--- src/rtl/dcache_store_buffer_if.sv ---
// Bus bundle between the MEM-stage store commit / load path and the store
// buffer, plus the buffer's single drain port toward the data cache.
//   master : pipeline + cache side (drives st_*, ld_*, cache_ack)
//   slave  : store buffer (drives st_ready, ld_stall/ld_grant, cache_*, buf_*)
interface dcache_store_buffer_if #(
    parameter int DEPTH = 4,
    parameter int CNT_W = $clog2(DEPTH + 1)
);
    logic             st_valid;
    logic [31:0]      st_addr;
    logic [31:0]      st_data;
    logic [3:0]       st_wen;
    logic             st_ready;
    logic             ld_valid;
    logic [31:0]      ld_addr;
    logic             ld_stall;
    logic             ld_grant;
    logic             cache_req;
    logic [31:0]      cache_addr;
    logic [31:0]      cache_wdata;
    logic [3:0]       cache_wen;
    logic             cache_ack;
    logic             buf_empty;
    logic [CNT_W-1:0] buf_count;

    modport master (
        output st_valid, st_addr, st_data, st_wen, ld_valid, ld_addr, cache_ack,
        input  st_ready, ld_stall, ld_grant, cache_req, cache_addr, cache_wdata,
               cache_wen, buf_empty, buf_count
    );

    modport slave (
        input  st_valid, st_addr, st_data, st_wen, ld_valid, ld_addr, cache_ack,
        output st_ready, ld_stall, ld_grant, cache_req, cache_addr, cache_wdata,
               cache_wen, buf_empty, buf_count
    );
endinterface

--- src/rtl/dcache_store_buffer.sv ---
// Store buffer: small FIFO of committed stores in front of the single
// data-cache port. Loads get the port while the buffer is not full; the
// buffer drains one entry per request when the port is otherwise idle,
// and flags loads that hit a buffered word so they stall.
// Ports:
//   clk, resetn : core clock, asynchronous active-low reset
//   sb (slave)  : store push, load arbitration/hazard, cache drain, status
module dcache_store_buffer #(
    parameter int DEPTH = 4,
    parameter int CNT_W = $clog2(DEPTH + 1)
) (
    input  logic                  clk,
    input  logic                  resetn,
    dcache_store_buffer_if.slave  sb
);
    localparam int PTR_W = $clog2(DEPTH);

    typedef enum logic {IDLE, REQ} state_t;

    state_t                   state;
    logic [DEPTH-1:0]         entValid;
    logic [DEPTH-1:0][29:0]   entAddr;
    logic [DEPTH-1:0][31:0]   entData;
    logic [DEPTH-1:0][3:0]    entWen;
    logic [PTR_W-1:0]         head, tail;
    logic [CNT_W-1:0]         count, countNext;
    logic                     emptyQ;

    logic                     reqQ;
    logic [29:0]              reqAddrQ;
    logic [31:0]              reqDataQ;
    logic [3:0]               reqWenQ;

    logic                     full, push, pop, bufHit, pushHit, ldStall;
    logic [DEPTH-1:0]         hitVec;
    logic                     unusedAddrBits;

    assign full    = (count == CNT_W'(DEPTH));
    // A zero byte-enable store is consumed without taking an entry.
    assign push    = sb.st_valid && !full && (sb.st_wen != 4'b0000);
    assign pop     = (state == REQ) && sb.cache_ack;

    for (genvar i = 0; i < DEPTH; i++) begin : g_hit
        // Head under drain stays valid until its ack, so it keeps matching.
        assign hitVec[i] = entValid[i] && (entAddr[i] == sb.ld_addr[31:2]);
    end

    assign bufHit  = |hitVec;
    assign pushHit = push && (sb.st_addr[31:2] == sb.ld_addr[31:2]);
    assign ldStall = sb.ld_valid && (bufHit || pushHit);

    assign countNext = count + CNT_W'(push) - CNT_W'(pop);

    assign sb.st_ready    = !full;
    assign sb.ld_stall    = ldStall;
    assign sb.ld_grant    = (state == IDLE) && sb.ld_valid && !ldStall && !full;
    assign sb.cache_req   = reqQ;
    assign sb.cache_addr  = {reqAddrQ, 2'b00};
    assign sb.cache_wdata = reqDataQ;
    assign sb.cache_wen   = reqWenQ;
    assign sb.buf_empty   = emptyQ;
    assign sb.buf_count   = count;

    assign unusedAddrBits = ^{sb.st_addr[1:0], sb.ld_addr[1:0]};

    // Entry payload carries no reset; validity alone defines occupancy.
    always_ff @(posedge clk) begin
        if (push) begin
            entAddr[tail] <= sb.st_addr[31:2];
            entData[tail] <= sb.st_data;
            entWen[tail]  <= sb.st_wen;
        end
    end

    always_ff @(posedge clk or negedge resetn) begin
        if (!resetn) begin
            entValid <= '0;
            head     <= '0;
            tail     <= '0;
            count    <= '0;
            emptyQ   <= 1'b1;
        end else begin
            // push and pop never target the same slot: a push into the
            // head slot needs a full buffer, which refuses the push.
            if (push) begin
                entValid[tail] <= 1'b1;
                tail           <= tail + PTR_W'(1);
            end
            if (pop) begin
                entValid[head] <= 1'b0;
                head           <= head + PTR_W'(1);
            end
            count  <= countNext;
            emptyQ <= (countNext == '0);
        end
    end

    // Drain FSM; cache_* are registered and held until ack, never retracted.
    always_ff @(posedge clk or negedge resetn) begin
        if (!resetn) begin
            state    <= IDLE;
            reqQ     <= 1'b0;
            reqAddrQ <= '0;
            reqDataQ <= '0;
            reqWenQ  <= '0;
        end else begin
            case (state)
                IDLE: begin
                    if ((count != '0) && (!sb.ld_valid || full || ldStall)) begin
                        state    <= REQ;
                        reqQ     <= 1'b1;
                        reqAddrQ <= entAddr[head];
                        reqDataQ <= entData[head];
                        reqWenQ  <= entWen[head];
                    end
                end
                REQ: begin
                    // Returning to IDLE for a cycle leaves a load slot
                    // between back-to-back drains.
                    if (sb.cache_ack) begin
                        state    <= IDLE;
                        reqQ     <= 1'b0;
                        reqAddrQ <= '0;
                        reqDataQ <= '0;
                        reqWenQ  <= '0;
                    end
                end
                default: state <= IDLE;
            endcase
        end
    end
endmodule

--- src/flat_wrapper.sv ---
// flat-port wrapper written by rule: the top's interface ports become plain ports
module dcache_store_buffer_flat 
#(
    parameter int DEPTH = 4,
    parameter int CNT_W = $clog2(DEPTH + 1)
)
  (clk, resetn, sb_st_valid, sb_st_addr, sb_st_data, sb_st_wen, sb_ld_valid, sb_ld_addr, sb_cache_ack, sb_st_ready, sb_ld_stall, sb_ld_grant, sb_cache_req, sb_cache_addr, sb_cache_wdata, sb_cache_wen, sb_buf_empty, sb_buf_count);
  dcache_store_buffer_if #(.DEPTH(DEPTH), .CNT_W(CNT_W)) sb_i ();
  input  logic clk;
  input  logic resetn;
  input wire logic [$bits(sb_i.st_valid)-1:0] sb_st_valid;
  input wire logic [$bits(sb_i.st_addr)-1:0] sb_st_addr;
  input wire logic [$bits(sb_i.st_data)-1:0] sb_st_data;
  input wire logic [$bits(sb_i.st_wen)-1:0] sb_st_wen;
  input wire logic [$bits(sb_i.ld_valid)-1:0] sb_ld_valid;
  input wire logic [$bits(sb_i.ld_addr)-1:0] sb_ld_addr;
  input wire logic [$bits(sb_i.cache_ack)-1:0] sb_cache_ack;
  output wire logic [$bits(sb_i.st_ready)-1:0] sb_st_ready;
  output wire logic [$bits(sb_i.ld_stall)-1:0] sb_ld_stall;
  output wire logic [$bits(sb_i.ld_grant)-1:0] sb_ld_grant;
  output wire logic [$bits(sb_i.cache_req)-1:0] sb_cache_req;
  output wire logic [$bits(sb_i.cache_addr)-1:0] sb_cache_addr;
  output wire logic [$bits(sb_i.cache_wdata)-1:0] sb_cache_wdata;
  output wire logic [$bits(sb_i.cache_wen)-1:0] sb_cache_wen;
  output wire logic [$bits(sb_i.buf_empty)-1:0] sb_buf_empty;
  output wire logic [$bits(sb_i.buf_count)-1:0] sb_buf_count;
  assign sb_i.st_valid = sb_st_valid;
  assign sb_i.st_addr = sb_st_addr;
  assign sb_i.st_data = sb_st_data;
  assign sb_i.st_wen = sb_st_wen;
  assign sb_i.ld_valid = sb_ld_valid;
  assign sb_i.ld_addr = sb_ld_addr;
  assign sb_i.cache_ack = sb_cache_ack;
  assign sb_st_ready = sb_i.st_ready;
  assign sb_ld_stall = sb_i.ld_stall;
  assign sb_ld_grant = sb_i.ld_grant;
  assign sb_cache_req = sb_i.cache_req;
  assign sb_cache_addr = sb_i.cache_addr;
  assign sb_cache_wdata = sb_i.cache_wdata;
  assign sb_cache_wen = sb_i.cache_wen;
  assign sb_buf_empty = sb_i.buf_empty;
  assign sb_buf_count = sb_i.buf_count;
  dcache_store_buffer #(.DEPTH(DEPTH), .CNT_W(CNT_W)) u_core (.clk(clk), .resetn(resetn), .sb(sb_i));
endmodule
--- config.mk ---
export PLATFORM = sky130hd
export DESIGN_NAME = dcache_store_buffer_flat
export DESIGN_NICKNAME = d
export VERILOG_FILES = /design/src/rtl/dcache_store_buffer_if.sv /design/src/rtl/dcache_store_buffer.sv /design/src/flat_wrapper.sv
export SDC_FILE = /design/constraint.sdc
export NUM_CORES = 1
export LEC_CHECK = 0
export BUFFER_PORTS_ARGS = -buffer_cell sky130_fd_sc_hd__buf_4
export CORE_MARGIN = 5
export CORE_UTILIZATION = 63
export CTS_CLUSTER_SIZE = 40
export DETAILED_ROUTE_END_ITERATION = 10
export PLACE_DENSITY = 0.85
export SETUP_SLACK_MARGIN = 0.02
export SYNTH_ARGS = -nofsm -noshare
export SYNTH_HDL_FRONTEND = slang
export SYNTH_SLANG_ARGS = --single-unit
--- constraint.sdc ---
create_clock -name clk -period 5.2 [get_ports clk]
set_clock_uncertainty 0.05 [all_clocks]
set_input_delay 0.78 -clock clk [delete_from_list [all_inputs] [get_ports clk]]
set_output_delay 0.78 -clock clk [all_outputs]
set_load 0.02 [all_outputs]
==> metrics.cfg <==
[clock_network]
postCtsSetupBuffers=0
cts_hold_repair.buffers=0
tritoncts.num_buffers=36
clock_sink_count=344
cts_repair_resize_count=0
clockRootBuffer=clkbuf_16
clk_path_buf_depth=3
cts_tree=done
cts.clk_slew.worst_paths_ps=60
clk_latency_ps=520
cts-htree-levels=2

[placement]
globalplace.congestion=0.904
port-buffer-count=174
place.detailed.hpwl_um=21400

[synthesis]
synthSimpleGateAreaFrac=0.0439
yosys.area_share.adder=0.00974
synthMuxAreaShare=0.144
synth_enable_flop_cells=264
yosys-top-cells-area=edfxtp_1 53%, dfrtp_1 13%, mux4_2 10%
synth_top_cell_area_share=0.532
most_frequent_cell_after_synthesis=edfxtp_1
synth_commonest_cells=264 x edfxtp_1, 106 x xnor2_1, 79 x dfrtp_1
ys_dominant_reg_cell=edfxtp_1
synth.largest_area_cell=edfxtp_1
async_reset_ff_frac=0.233
post_synth_xor_area_fraction=0.0905
sequential_share_of_the_synthesized_area=0.666
ys.warnings.count=0
synth_top_family_by_area=multiplexers
synth.distinct_cells=32
synth_area_per_cell_um2=16.1
syn_area_um2=14900
synth_compound_area_frac=0.00546
postSynthCellCount=925
synth.ff_latch_count=344

[setup_path]
crit_path_end_kind=output pin
reg2reg_slack_ps=2450
worst-path-buf-inv=1
required_ps=4370
critical-path-top-cell-by-count=nand4_1
timing.critical_path.to=sb_ld_grant
critical_path_class=register to output pin
regToRegStartpoint=u_core.entAddr[2]$_DFFE_PP_
list_of_cells_traversed_by_the_critical_path=xnor2_1, nand4_1, nor4_1, nand4_1, nand4_1, nor2_1, and4_1, buf_4
critical_path_depth=8
cp_top_family=simple AND/OR/NAND/NOR gates
worst_setup_path_startpoint=u_core.entAddr[2]$_DFFE_PP_
cp.arrival_ps=2760
crit-reg2reg-capture=u_core.reqAddrQ[28]$_DFFE_PN0P_
slowest_stage=edfxtp_1
timing.reg2reg.worst_path_depth=8
cp_slowest_stage_delay_ps=430
worst_setup_path_start_kind=register
critical_path.max_fanout=2

[finish]
area.growth.synth_to_final_pct=18.3
nets=1199
drive_above_1_share=0.280
fin_util=0.753

[floorplan]
core_region_area_um2=23400
io_pins=181
design.die.area_um2=26800
initial_core_util=0.637
die_y_um=164
placement_rows=56
die_width_um=164

[routing]
overall_via_count_from_detail_route=8262
routed_wl_um=33700
dr.pass1.iters=5
detail_route.wl_per_cell_um=23.5
drtIter0Drc=723
via_per_inst=5.77
drc_errors=0
postRouteAntennaNets=0

[outcome]
outcome=completed

[global_routing]
gr-usage-all-layers=0.257
pin_count_of_the_biggest_net_entering_global_routing=68
grt_antenna_before_repair=1
grt_first_pass_wirelength_um=51700
grt_overflow=0
vias_in_the_first_global_route=8833

[timing]
timing_hold_violations_final=0
setup-tns-final_ps=0
slew_viols_final=0
clock.fmax_mhz=278
setup_viol=0
rsz0062_at_grt=no
maxSlewHeadroom=0.271
period_needed_ps=3590
tightest_slew_ps=1090
final_min_period_over_clock_period=0.691

[power]
static_leakage_nw=6.97
vdd.ir_drop.worst_uv=443
power.density_cell_area_nw_per_um2=569

[hold_path]
min_path_type=input port to async pin

[job]
drv.max_cap_violation_count=0

-- worst reg2reg max path, delay by kind of cell (launching register included) --
family | cells | cell delay [ps]
compound gates | 1 | 110
xor+xnor | 1 | 350
buf+inv | 1 | 350
flops | 1 | 430
mux | 1 | 310
simple gates | 4 | 1010
-- registers in the layout, indices dropped and copies added (netlist names) --
register / count
u_core.sb.buf_empty: 1
u_core.entValid: 4
u_core.sb.cache_req: 1
u_core.tail: 2
u_core.sb.cache_wen: 4
u_core.sb.cache_wdata: 32
u_core.entAddr: 120
u_core.state: 1
u_core.entWen: 16
u_core.reqAddrQ: 30
u_core.sb.buf_count: 3
u_core.head: 2
u_core.entData: 128
-- metal layers --
layer  share of wire  GRT usage  up-vias
met2            0.49      0.413      361
li1                -          -     3663
met4           0.029     0.0762        2
met5         0.00021          0        -
met3           0.087     0.0705       64
met1            0.40      0.351     4172
-- where the power goes --
part           switching, mW  internal, mW
logic                   1.69          1.45
registers              0.495          3.72
clock network           1.04          1.64
-- cell families after synthesis --
logic type                 Yosys count
AOI/OAI and AO/OA                   11
xor gates and xnor gates           154
adders and majority gates           11
buffers and inverters              137
DFF                                344
muxes                              132
other                                1
and+or+nand+nor                    135
-- per-stage QoR --
step / hold slack (ps) / setup slack (ps) / cell area, µm² / power (mW) / std cells
2_1_floorplan: 434 / 1870 / 14900 / 6.30 / 926
3_3_place_gp: 410 / 1600 / 16400 / 7.30 / 1364
3_5_place_dp: 419 / 1600 / 16400 / 7.41 / 1364
4_1_cts: 353 / 1590 / 17600 / 10.1 / 1430
5_1_grt: 381 / 1480 / 17600 / 10.5 / 1430
6_report: 321 / 1610 / 17600 / 10.0 / 1431
-- layout by cell type, fill, tap and decap left out, drive strengths merged, types with 5 or more instances in the layout --
| cell type | count |
|---|---|
| dfrtp | 79 |
| clkbuf | 50 |
| mux2i | 66 |
| ha | 10 |
| inv | 75 |
| edfxtp | 264 |
| xnor2 | 106 |
| nor4 | 18 |
| buf | 180 |
| bufinv | 5 |
| xor2 | 48 |
| clkinv | 10 |
| mux4 | 66 |
| nand2 | 72 |
| nand4 | 31 |
-- final cells by class --
| type | count | area (µm²) |
|---|---|---|
| Antenna cell | 1 | 2.50 |
| Tap cell | 319 | 399 |
| Sequential cell | 344 | 9940 |
| Multi-Input combinational cell | 445 | 4410 |
| Inverter | 76 | 285 |
| Fill cell | 1443 | 5770 |
| Clock inverter | 16 | 224 |
| Clock buffer | 50 | 1030 |
| Timing Repair Buffer | 180 | 1350 |
-- worst min path at each step --
stage | start | to | depth (start not counted)
after floorplan | resetn | u_core.entValid[0]$_DFF_PN0_ | 0
after global placement | u_core.sb.cache_req$_DFFE_PN0P_ | u_core.sb.cache_req$_DFFE_PN0P_ | 2
after detailed placement | u_core.sb.cache_req$_DFFE_PN0P_ | u_core.sb.cache_req$_DFFE_PN0P_ | 2
after CTS | resetn | u_core.reqAddrQ[25]$_DFFE_PN0P_ | 1
after global routing | resetn | u_core.reqAddrQ[25]$_DFFE_PN0P_ | 1
final | resetn | u_core.reqAddrQ[25]$_DFFE_PN0P_ | 1
Note: power is estimated with default switching activity, not from simulation.
